[src/rtl/matmul_arbiter.sv]
// -----------------------------------------------------------------------------
// matmul_arbiter
//
// Purpose:
//   Shares one matrix-multiply unit between two requesters. A request is
//   granted in IDLE (a lone valid requester wins; on a tie the requester not
//   granted last wins). The accepted operands are registered onto mm_a/mm_b
//   and held there. After MM_LATENCY cycles the unit's product is captured
//   and offered as a response. The arbiter returns to IDLE only when the
//   consumer takes that response. Only one operation is in flight at a time.
//
// Ports:
//   clk, rst_n            clock (rising edge), asynchronous active-low reset
//   req0_valid/ready/a/b  requester 0 handshake and operands
//   req1_valid/ready/a/b  requester 1 handshake and operands
//   mm_a, mm_b            registered operands to the matrix-multiply unit
//   mm_result             product returned by the unit
//   rsp_valid/ready       response handshake
//   rsp_data, rsp_id      captured product and the requester that owns it
//   busy                  high whenever the arbiter is not idle
//   ops_done              wrapping count of completed operations
// -----------------------------------------------------------------------------
module matmul_arbiter #(
    parameter int WIDTH_V    = 128,
    parameter int BITS_INDEX = 8,
    parameter int MM_LATENCY = 1
) (
    input  logic               clk,
    input  logic               rst_n,
    input  logic               req0_valid,
    output logic               req0_ready,
    input  logic [WIDTH_V-1:0] req0_a,
    input  logic [WIDTH_V-1:0] req0_b,
    input  logic               req1_valid,
    output logic               req1_ready,
    input  logic [WIDTH_V-1:0] req1_a,
    input  logic [WIDTH_V-1:0] req1_b,
    output logic [WIDTH_V-1:0] mm_a,
    output logic [WIDTH_V-1:0] mm_b,
    input  logic [WIDTH_V-1:0] mm_result,
    output logic               rsp_valid,
    input  logic               rsp_ready,
    output logic [WIDTH_V-1:0] rsp_data,
    output logic               rsp_id,
    output logic               busy,
    output logic [15:0]        ops_done
);

    // The operand vectors hold a 4x4 matrix of BITS_INDEX-wide elements, and
    // the latency counter is 4 bits wide.
    if ((MM_LATENCY < 1) || (MM_LATENCY > 15)) begin : g_bad_latency
        $error("matmul_arbiter: MM_LATENCY must be within 1..15");
    end
    if (WIDTH_V != (16 * BITS_INDEX)) begin : g_bad_width
        $error("matmul_arbiter: WIDTH_V must equal 16 * BITS_INDEX");
    end

    typedef enum logic [1:0] {
        ST_IDLE = 2'd0,
        ST_EXEC = 2'd1,
        ST_RESP = 2'd2
    } state_e;

    // Counter value on the final EXEC cycle (counter starts at zero).
    localparam logic [3:0] LAT_LAST = 4'(MM_LATENCY - 1);

    state_e               state_q,      state_d;
    logic [WIDTH_V-1:0]   mm_a_q,       mm_a_d;
    logic [WIDTH_V-1:0]   mm_b_q,       mm_b_d;
    logic [WIDTH_V-1:0]   rsp_data_q,   rsp_data_d;
    logic                 rsp_valid_q,  rsp_valid_d;
    logic                 rsp_id_q,     rsp_id_d;
    logic                 busy_q,       busy_d;
    logic [15:0]          ops_done_q,   ops_done_d;
    logic [3:0]           lat_cnt_q,    lat_cnt_d;
    logic                 last_grant_q, last_grant_d;

    logic                 grant0_s;
    logic                 grant1_s;

    // Round-robin grant: a lone requester wins; on a tie the requester that
    // was not granted last wins. The two grants are mutually exclusive.
    always_comb begin
        grant0_s = req0_valid & (~req1_valid | last_grant_q);
        grant1_s = req1_valid & (~req0_valid | ~last_grant_q);
    end

    // Next-state, datapath load and request-ready decode.
    always_comb begin
        state_d      = state_q;
        mm_a_d       = mm_a_q;
        mm_b_d       = mm_b_q;
        rsp_data_d   = rsp_data_q;
        rsp_valid_d  = rsp_valid_q;
        rsp_id_d     = rsp_id_q;
        ops_done_d   = ops_done_q;
        lat_cnt_d    = lat_cnt_q;
        last_grant_d = last_grant_q;
        req0_ready   = 1'b0;
        req1_ready   = 1'b0;

        case (state_q)
            ST_IDLE: begin
                // Ready is only offered to the granted requester, so a grant
                // is also the handshake.
                req0_ready = grant0_s;
                req1_ready = grant1_s;
                if (grant0_s) begin
                    mm_a_d       = req0_a;
                    mm_b_d       = req0_b;
                    rsp_id_d     = 1'b0;
                    last_grant_d = 1'b0;
                    lat_cnt_d    = 4'd0;
                    state_d      = ST_EXEC;
                end else if (grant1_s) begin
                    mm_a_d       = req1_a;
                    mm_b_d       = req1_b;
                    rsp_id_d     = 1'b1;
                    last_grant_d = 1'b1;
                    lat_cnt_d    = 4'd0;
                    state_d      = ST_EXEC;
                end else begin
                    state_d = ST_IDLE;
                end
            end
            ST_EXEC: begin
                if (lat_cnt_q == LAT_LAST) begin
                    rsp_data_d  = mm_result;
                    rsp_valid_d = 1'b1;
                    state_d     = ST_RESP;
                end else begin
                    lat_cnt_d = lat_cnt_q + 4'd1;
                end
            end
            ST_RESP: begin
                if (rsp_ready) begin
                    rsp_valid_d = 1'b0;
                    ops_done_d  = ops_done_q + 16'd1;
                    state_d     = ST_IDLE;
                end else begin
                    state_d = ST_RESP;
                end
            end
            default: begin
                state_d     = ST_IDLE;
                rsp_valid_d = 1'b0;
            end
        endcase

        busy_d = (state_d != ST_IDLE);
    end

    // State and datapath registers; reset abandons any in-flight operation.
    always_ff @(posedge clk or negedge rst_n) begin
        if (!rst_n) begin
            state_q      <= ST_IDLE;
            mm_a_q       <= '0;
            mm_b_q       <= '0;
            rsp_data_q   <= '0;
            rsp_valid_q  <= 1'b0;
            rsp_id_q     <= 1'b0;
            busy_q       <= 1'b0;
            ops_done_q   <= 16'd0;
            lat_cnt_q    <= 4'd0;
            last_grant_q <= 1'b1;
        end else begin
            state_q      <= state_d;
            mm_a_q       <= mm_a_d;
            mm_b_q       <= mm_b_d;
            rsp_data_q   <= rsp_data_d;
            rsp_valid_q  <= rsp_valid_d;
            rsp_id_q     <= rsp_id_d;
            busy_q       <= busy_d;
            ops_done_q   <= ops_done_d;
            lat_cnt_q    <= lat_cnt_d;
            last_grant_q <= last_grant_d;
        end
    end

    assign mm_a      = mm_a_q;
    assign mm_b      = mm_b_q;
    assign rsp_data  = rsp_data_q;
    assign rsp_valid = rsp_valid_q;
    assign rsp_id    = rsp_id_q;
    assign busy      = busy_q;
    assign ops_done  = ops_done_q;

endmodule

[config.mk]
export PLATFORM = sky130hd
export DESIGN_NAME = matmul_arbiter
export DESIGN_NICKNAME = d
export VERILOG_FILES = /design/src/rtl/matmul_arbiter.sv
export SDC_FILE = /design/constraint.sdc
export NUM_CORES = 1
export LEC_CHECK = 0
export CORE_AREA = 2 2 404 406
export CTS_CLUSTER_DIAMETER = 120
export DETAILED_ROUTE_END_ITERATION = 12
export DIE_AREA = 0 0 406 408
export GPL_ROUTABILITY_DRIVEN = 0
export PLACE_DENSITY_LB_ADDON = 0.25
export SLEW_MARGIN = 20
export SYNTH_ARGS = -nofsm -noshare
export SYNTH_HDL_FRONTEND = slang
export SYNTH_SLANG_ARGS = --single-unit
[constraint.sdc]
create_clock -name clk -period 4.75 [get_ports clk]
set_input_delay 0.95 -clock clk [delete_from_list [all_inputs] [get_ports clk]]
set_output_delay 0.95 -clock clk [all_outputs]
set_load 0.01 [all_outputs]
==> summary.txt, run 1 <==
Worst setup path
  • Crit Path Class: in2out
  • Critical path's slowest cell: clkdlybuf4s50_1
  • Max incr delay on CP: approximately 580 ps
  • CP max FO: 5
  • Crit path arrival time: around 2500 ps
  • Critical path data required time: between 3000 and 4000 ps
  • Crit path top cell by count: clkdlybuf4s50_1
  • CP Capture Type: primary output
  • Element type at the critical path start: input port
  • Worst-path cell chain: clkdlybuf4s50_1 -> inv_1 -> o21ai_4 -> nor3_1 -> clkdlybuf4s50_1

GRT
  • Residual overflow from global routing: 0
  • Largest net degree at the start of global routing: 123
  • GRT Util Overall: 0.117
  • Vias in the first global route: roughly 16,000
  • Initial antenna violation count: 40
  • First-pass GRT wire length: around 140,000 um

Timing
  • Unrepaired setup endpoints after global routing: no
  • Slew Limit Fails: 0
  • Min cycle time layout: 3460 ps
  • Max_slew headroom: 0.406
  • Setup tns final: 0 ps
  • Final setup vio count: 0
  • Tcrit/Tclk final: 0.729
  • Hold Vio Cnt, Final: 0
  • Setup ws final: between 1000 and 1500 ps
  • Slew of the pin with the lowest slew margin: ~890 ps
  • F_max: 289 MHz
  • Worst Skew: between 30 and 40 ps

Die
  • DIE WIDTH: 406 um
  • Rows: ~150
  • Die ar.: 0.166 mm2
  • I/O pin cnt: roughly 1,100
  • Initial core utilization: 0.111
  • Core area: between 0.15 and 0.2 mm2
  • Die Ht: slightly above 400 um

Placement
  • Post-Place Cell Area: around 0.031 mm2
  • Detail Placement HPWL: approximately 81,000 um
  • Dpl ws: ~1300 ps
  • PortBufs: approximately 1,000
  • Placed Cells: approximately 4,600

Routing
  • DRC violations left: 0
  • Routed WL per cell: ~21 um
  • DRT Pass-1 Iters: 4
  • DRT antenna net count: 0
  • Final WL: about 100,000 um
  • Via count: about 15,000
  • DRT iter0 DRCs: a little over 700
  • DR vias/cell: 3.22

Logic synthesis
  • Netlist cell types: 37
  • Post-synthesis simple-gate area fraction: 0.0671
  • YS warnings: 0
  • Sequential area share after synthesis: 0.572
  • Top FF cell, synth: dfrtp_1
  • Number of flops mapped to enable cells by yosys: 0
  • Post-Syn Instances: between 1,000 and 1,500
  • Largest family of logic cells by synthesized area: multiplexers
  • Synth Area in Compound Gates: 0.0749
  • Synthesized area per cell: around 12 um2
  • Mapped Area: ~0.018 mm2
  • Async S/R FF share, synth: 1.00
  • Adder-Cell Fraction of Synth Area: 0.00209
  • Mux contribution to synthesized area: 0.244
  • Yosys reg bits: 410
  • Syn nets: about 2,100
  • Synth Area in XOR/XNOR: 0.00781

CTS
  • Worst-Skew Late Latency: around 650 ps
  • Post-CTS Setup Bufs: 0
  • Sink Count: 410
  • CTS Hold Bufs: 0
  • CTS buffer count: 56
  • Clk buf depth: 3
  • Clk root buf: clkbuf_16
  • Post_cts resized: 0
  • TritonCTS clock tree: yes
  • Reg clk slew, reported paths: 50 ps
  • H-tree levels: 2

Worst hold path
  • Hold WC Path Type: in2async

Layout
  • Final design area excluding fillers: between 0.03 and 0.04 mm2
  • Post-route insts no fill: approximately 4,800
  • Area Growth Syn to Fin: 84.3%
  • Fin nets: roughly 3,200
  • Commonest non-fill, non-tap cell in the layout: clkdlybuf4s50_1
  • Share of cells above drive strength 1: 0.102
  • Commonest cells after routing, fill and taps aside: 1,048 x clkdlybuf4s50_1, 409 x dfrtp_1, 268 x nand2_1

Power and ir drop
  • Cell Pwr Density: about 620 mW/mm2
  • Static Leak: approximately 14 nW
  • Max VDD drop: between 0.0002 and 0.0003 V

Outcome
  • Status: finished clean

Job
  • Max cap viols: 0
## cell usage after synthesis, types with 3 or more instances
cell type	n	area [um2]
a21oi_1	4	20.0
buf_2	52	260
buf_6	10	113
clkbuf_1	33	124
dfrtp_1	409	10200
ha_1	3	37.5
inv_1	7	26.3
mux2_2	31	349
mux2_4	98	1470
mux2i_1	256	2560
nand2_1	268	1010
nand3_1	9	45.0
nand4_1	4	25.0
nor2_1	5	18.8
nor3_1	5	25.0
o21ai_0	258	1290
xnor2_1	6	52.6
xor2_1	10	87.6
## critical path, delay by kind of cell
| kind | cells | cell delay, ps |
|---|---|---|
| buffers and inverters | 3 | 1250 |
| AND/OR/NAND/NOR | 1 | 220 |
| AO/OA/AOI/OAI | 1 | 90 |
## kinds of logic after synthesis
logic type / Yosys count
multiplexers: 385
buffers and inverters: 107
flip-flops: 410
XOR/XNOR: 16
adder cells (fa/ha/maj): 3
AO/OA/AOI/OAI: 267
AND/OR/NAND/NOR: 302
## stage by stage
step / power, W / utilization / hold slack [ps]
global route: 0.0218 / 0.204 / 364
floorplan: 0.0103 / - / 468
global placement: 0.0162 / 0.192 / 460
finish: 0.0205 / 0.204 / 341
detailed placement: 0.0162 / 0.192 / 469
CTS: 0.0210 / 0.204 / 345
## per-layer routing
metal,up-vias,global-route usage,part of all wire
met5,-,0,0.0030
met4,46,0.0222,0.016
met3,141,0.0389,0.084
met2,546,0.216,0.52
met1,7343,0.130,0.38
li1,7247,-,-
## final cells by class
type	instances	area, um2
antenna	5	12.5
clock buffer	82	1700
clock inverter	22	292
fill	17700	129000
inverter	7	26.3
multi-input combinational	973	7130
sequential	410	10300
tap	2175	2720
timing repair buffer	1081	10900
## registers in the layout (all words and copies together) (netlist names)
name	count
busy	1
last_grant_q	1
lat_cnt_q	4
mm_a	128
mm_b	128
ops_done	16
rsp_data	128
rsp_id	1
rsp_valid	1
state_q	2
## where the power goes
part	total (W)	switching, W	internal (W)	leakage (nW)
clock	0.00460	0.00180	0.00280	0.983
combinational	0.00954	0.00436	0.00518	8.18
sequential	0.00634	0.00114	0.00521	4.98
## worst paths after layout
| check | slack [ps] | start | cells past startpoint | to |
|---|---|---|---|---|
| min in group clk | 470 | mm_b[111] | 2 | mm_b[111] |
| max in group asynchronous | 3360 | rst_n | 2 | mm_b[96] |
| setup / recovery | 1290 | req1_valid | 5 | req0_ready |
| hold / removal | 340 | rst_n | 1 | mm_a[51] |
| setup reg to reg | 2110 | lat_cnt_q[0] | 6 | rsp_data[77] |
| hold reg to reg | 470 | mm_b[111] | 2 | mm_b[111] |
Note: power is estimated with default switching activity, not from simulation.
==> run 2, diff against run 1 <==
CORE_AREA = 2 2 408 410   (was 2 2 404 406)
DIE_AREA = 0 0 410 412   (was 0 0 406 408)
clock period = 3.4 ns   (was 4.75 ns; I/O delays follow)
==> run 2 against run 1 <==
  * Routed wire length grew 4.3%
  * First-iteration DRC count fell by 20%
  * Non-clock buffer count grew 29
  * Clock skew fell by 7.7 ps
  * Hold slack worse by 260 ps
  * Global-route usage grew 0.23 points
  * Critical endpoint is now req1_ready
  * Largest cell class unchanged
  * Largest power group unchanged
  * Highest routed layer unchanged
==> summary.txt, run 2 (synthesized netlist as in run 1, its figures left out) <==
Timing
  • Setup ws final: 407 ps (-881 ps)
  • Tcrit/Tclk final: 0.880
  • Max_slew headroom: 0.310 (-0.0968)
  • Setup tns final: 0 ps (unchanged)
  • F_max: ~330 MHz
  • Worst Skew: 24.0 ps (-7.72 ps)
  • Min cycle time layout: 2990 ps
  • Slew Limit Fails: 0 (unchanged)
  • Final setup vio count: 0 (unchanged)
  • Hold Vio Cnt, Final: 0 (unchanged)
  • Unrepaired setup endpoints after global routing: no
  • Slew of the pin with the lowest slew margin: 1040 ps (+145 ps)

Routing
  • DRT iter0 DRCs: 569 (-20%)
  • DRC violations left: 0 (unchanged)
  • DRT Pass-1 Iters: 4 (unchanged)
  • DR vias/cell: 3.24 (+0.43%)
  • DRT antenna net count: 0 (unchanged)
  • Final WL: 105,000 um (+4.3%)
  • Routed WL per cell: 21.8 um (+3.2%)
  • Via count: 15,600 (+1.6%)

Layout
  • Area Growth Syn to Fin: 85.5%
  • Fillers: 18,000 (+2.0%)
  • Share of cells above drive strength 1: 0.110 (+0.00761)
  • Commonest cells after routing, fill and taps aside: 1,048 x clkdlybuf4s50_1, 409 x dfrtp_1, 268 x nand2_1
  • Layout Utilization: 0.203 (-0.00195)
  • Commonest non-fill, non-tap cell in the layout: clkdlybuf4s50_1
  • Fin nets: 3,206 (+0.91%)

Worst setup path
  • CP Capture Type: primary output
  • Critical path data required time: 2720 ps (-1080 ps)
  • Worst Setup SP: state_q[0]
  • Max incr delay on CP: 560 ps (-20 ps)
  • Crit path arrival time: 2310 ps (-200 ps)
  • Worst-path cell chain: nor2_1 -> nand2_1 -> a21oi_1 -> clkdlybuf4s50_1
  • Crit Path Class: reg2out
  • Element type at the critical path start: flop
  • Reg2Reg Depth: 6 (unchanged)
  • RR Startpoint: lat_cnt_q[0]
  • Critical path's slowest cell: clkdlybuf4s50_1
  • CP max FO: 8 (+3)

Power and ir drop
  • Cell Pwr Density: 853 mW/mm2 (+38%)
  • Total Power: 0.0284 W (+39%)
  • Static Leak: 14.2 nW (+0.71%)
  • Max VDD drop: 0.000344 V (+31%)

CTS
  • Post-CTS Setup Bufs: 0 (unchanged)
  • CTS Hold Bufs: 0 (unchanged)
  • Clk buf depth: 3 (unchanged)
  • Sink Count: 410 (unchanged)
  • Post_cts resized: 0 (unchanged)
  • Reg clk slew, reported paths: 60 ps (about the same)
  • Worst-Skew Late Latency: 650 ps (about the same)
  • TritonCTS clock tree: yes
  • CTS buffer count: 56 (unchanged)
  • Clk root buf: clkbuf_16
  • H-tree levels: 2 (unchanged)

Die
  • I/O pin cnt: 1,050 (unchanged)
  • Rows: 149 (+0.68%)
  • Core area: 0.164 mm2 (+1.6%)
  • Die Ht: 412 um (+0.98%)
  • Initial core utilization: 0.109 (-0.00174)
  • Die ar.: 0.169 mm2 (+2.0%)
  • DIE WIDTH: 410 um (+0.99%)

GRT
  • Initial antenna violation count: 75 (+88%)
  • First-pass GRT wire length: 140,000 um (+3.7%)
  • GRT Util Overall: 0.119 (+0.00227)
  • Largest net degree at the start of global routing: 115 (-6.5%)
  • Residual overflow from global routing: 0 (unchanged)
  • Vias in the first global route: 16,200 (+0.65%)

Outcome
  • Status: finished clean

Placement
  • PortBufs: 1,049 (unchanged)
  • Detail Placement HPWL: 86,700 um (+7.4%)
  • Dpl ws: 440 ps (-834 ps)

Worst hold path
  • Hold WC Path Type: in2async

Job
  • Max cap viols: 0 (unchanged)
-- run 2: layer usage --
metal,up-vias,track usage,share of wire
met4,40,0.0244,0.022
met1,7375,0.129,0.37
met3,187,0.0407,0.078
li1,7336,-,-
met2,626,0.223,0.53
met5,-,0,0.0023
-- run 2: worst paths after layout --
| check | end | slack [ps] |
|---|---|---|
| max | req1_ready | 410 |
| min | mm_b[111] | 80 |
| max reg2reg | rsp_data[89] | 940 |
| min reg2reg | mm_b[115] | 480 |
| max in group asynchronous | rsp_data[96] | 2340 |
| min in group clk | mm_b[115] | 480 |
-- run 2: critical path, delay by kind of cell, from the launching register on --
kind | cells | cell delay, ps
buffers and inverters | 1 | 560
flip-flops | 1 | 490
AND/OR/NAND/NOR | 2 | 490
AO/OA/AOI/OAI | 1 | 140
-- run 2: per-stage QoR --
step / instance area [um2] / hold WS, ps / cells
after floorplan: 17900 / 384 / 1490
after global placement: 31300 / 460 / 4689
after detailed placement: 31300 / 470 / 4689
after CTS: 33200 / 61.2 / 4795
after global routing: 33200 / 82.6 / 4796
final: 33300 / 77.9 / 4809
-- run 2: final cells by class --
cell class                      instances  area (um2)  share of cell area
Clock buffer                           93        1760              0.0530
Antenna cell                           14        35.0             0.00105
Sequential cell                       410       10300               0.309
Inverter                                7        26.3            0.000790
Clock inverter                         13         131             0.00395
Timing Repair Buffer                 1110       11200               0.336
Tap cell                             2189        2740              0.0823
Multi-Input combinational cell        973        7130               0.214
-- run 2: power breakdown --
| part | leakage (nW) | total (W) | internal [W] | switching (W) |
|---|---|---|---|---|
| sequential | 4.98 | 0.00871 | 0.00728 | 0.00144 |
| clock | 0.927 | 0.00609 | 0.00360 | 0.00249 |
| combinational | 8.33 | 0.0136 | 0.00737 | 0.00620 |
==> run 3, diff against run 2 <==
GPL_TIMING_DRIVEN = 0   (was not set)
REMOVE_ABC_BUFFERS = 1   (was not set)
==> run 3 against run 2 <==
  * Final cell count shrank 0.19%
  * Via count grew 0.94%
  * Combinational power increased by 4%
  * Utilization rose by 0.44 points
  * Clock power up 6.9%
  * Critical path type is now in2out
==> summary.txt, run 3 (synthesized netlist as in run 1, its figures left out) <==
Outcome
  • Status: finished clean

Timing
  • F_max: 308 MHz (-7.9%)
  • Worst Skew: 31.4 ps (+7.41 ps)
  • Min cycle time layout: 3250 ps (+255 ps)
  • Hold Vio Cnt, Final: 0 (unchanged)
  • Slew of the pin with the lowest slew margin: 727 ps (-309 ps)
  • Tcrit/Tclk final: 0.955 (+0.0751)
  • Setup tns final: 0 ps (unchanged)
  • Setup ws final: 152 ps (-255 ps)
  • Unrepaired setup endpoints after global routing: no
  • Max_slew headroom: 0.501 (+0.192)
  • Final setup vio count: 0 (unchanged)
  • Slew Limit Fails: 0 (unchanged)

Die
  • Core area: 0.164 mm2 (unchanged)
  • Initial core utilization: 0.109 (unchanged)
  • Rows: 149 (unchanged)
  • Die ar.: 0.169 mm2 (unchanged)
  • DIE WIDTH: 410 um (unchanged)
  • Die Ht: 412 um (unchanged)
  • I/O pin cnt: 1,050 (unchanged)

Placement
  • PortBufs: 1,049 (unchanged)
  • Detail Placement HPWL: 92,700 um (+6.8%)
  • Dpl ws: -1070 ps (-1510 ps)

GRT
  • Initial antenna violation count: 76 (+1.3%)
  • Largest net degree at the start of global routing: 82 (-29%)
  • Vias in the first global route: 16,200 (+0.080%)
  • First-pass GRT wire length: 147,000 um (+4.4%)
  • Residual overflow from global routing: 0 (unchanged)
  • GRT Util Overall: 0.126 (+0.00710)

Worst setup path
  • CP max FO: 5 (-3)
  • Crit Path Class: in2out
  • Critical path's slowest cell: clkdlybuf4s50_1
  • Crit-path leading delay family: buffers and inverters
  • Critical path data required time: 2720 ps (about the same)
  • Crit path top cell by count: clkdlybuf4s50_1
  • Worst-path cell chain: clkdlybuf4s50_1 -> inv_1 -> o21ai_4 -> buf_4 -> nor3_4 -> clkdlybuf4s50_1
  • Reg2Reg Depth: 11 (+5)
  • Max incr delay on CP: 710 ps (+150 ps)
  • Element type at the critical path start: input port
  • CP Depth: 6 (+2)
  • CP Capture Type: primary output
  • Crit path arrival time: 2570 ps (+260 ps)
  • Crit path buf inv count: 4 (+3)

CTS
  • Clk root buf: clkbuf_16
  • Worst-Skew Late Latency: 650 ps (about the same)
  • Clk buf depth: 3 (unchanged)
  • Reg clk slew, reported paths: 50 ps (about the same)
  • TritonCTS clock tree: yes
  • H-tree levels: 2 (unchanged)
  • Sink Count: 410 (unchanged)
  • CTS buffer count: 60 (+7.1%)

Routing
  • DRT antenna net count: 0 (unchanged)
  • Routed WL per cell: 23.2 um (+6.2%)
  • DRT iter0 DRCs: 651 (+14%)
  • DRT Pass-1 Iters: 4 (unchanged)
  • DRC violations left: 0 (unchanged)
  • Via count: 15,700 (+0.94%)
  • Final WL: 111,000 um (+6.0%)
  • DR vias/cell: 3.27 (+1.1%)

Layout
  • Area Growth Syn to Fin: 89.5%
  • Layout Utilization: 0.207 (+0.00444)
  • Fillers: 17,900 (-0.88%)
  • Commonest cells after routing, fill and taps aside: 1,048 x clkdlybuf4s50_1, 409 x dfrtp_1, 268 x nand2_1
  • Commonest non-fill, non-tap cell in the layout: clkdlybuf4s50_1
  • Fin nets: 3,199 (-0.22%)
  • Share of cells above drive strength 1: 0.111 (+0.00102)

Worst hold path
  • Hold path depth: 2
  • Hold WC Path Type: reg2reg

Power and ir drop
  • Max VDD drop: 0.000479 V (+39%)
  • Cell Pwr Density: 868 mW/mm2 (+1.7%)
  • Static Leak: 14.5 nW (+2.2%)

Job
  • Max cap viols: 0 (unchanged)
[run 3: cell types whose count changed in the layout (fill, tap and decap cells not counted), sizes merged, moves of 3 or more]
cell | before | now
buf | 62 | 50
clkbuf | 93 | 84
clkinv | 6 | 15
bufinv | 1 | 4
diode | 14 | 11
[run 3: layout make-up]
class | count | area [um2] | area share
Timing Repair Buffer | 1099 | 11800 | 0.346
Tap cell | 2189 | 2740 | 0.0806
Multi-Input combinational cell | 973 | 7140 | 0.210
Clock inverter | 27 | 272 | 0.00799
Antenna cell | 11 | 27.5 | 0.000810
Sequential cell | 410 | 10300 | 0.302
Clock buffer | 84 | 1750 | 0.0515
Inverter | 7 | 26.3 | 0.000773
[run 3: worst min-delay path, cell delays in order, from the launching register on]
cell	delay (ps)
dfrtp_1	340
nand2_1	40
o21ai_0	60
[run 3: worst paths after layout]
path                            start  slack, ps      endpoint
setup reg to reg           state_q[0]        400      mm_a[98]
max in group asynchronous       rst_n       1160     mm_a[104]
hold reg to reg             mm_b[101]        470     mm_b[101]
min in group asynchronous       rst_n        520  rsp_data[85]
setup / recovery           req1_valid        150    req0_ready
hold / removal              mm_b[101]        470     mm_b[101]
[run 3: layer usage]
layer / routed length [um] / GRT usage
met5: 195 / 0
met4: 2450 / 0.0258
met3: 10900 / 0.0509
met2: 53900 / 0.214
met1: 43700 / 0.150
[run 3: repair_timing]
| item | 4_1_cts | 5_1_grt |
|---|---|---|
| endpoints found under the hold margin | 46 | 0 |
| endpoints found under the setup margin | 32 | 0 |
| buffers inserted | 2 | 0 |
| gates resized for setup | 2 | 0 |
| hold buffers | 1 | 0 |
[run 3: through the flow]
step,total power [W],area (um2),instances,hold slack [ps]
3_5_place_dp,0.0234,31900,4675,470
4_1_cts,0.0303,34000,4789,468
3_3_place_gp,0.0174,30600,4628,458
2_1_floorplan,0.0130,17400,1390,384
6_report,0.0295,34000,4800,475
5_1_grt,0.0314,34000,4792,493
[run 3: power by group]
| part | switching, W | leakage, nW | internal (W) |
|---|---|---|---|
| logic | 0.00631 | 8.57 | 0.00786 |
| clock network | 0.00264 | 1.00 | 0.00388 |
| registers | 0.00153 | 4.98 | 0.00727 |
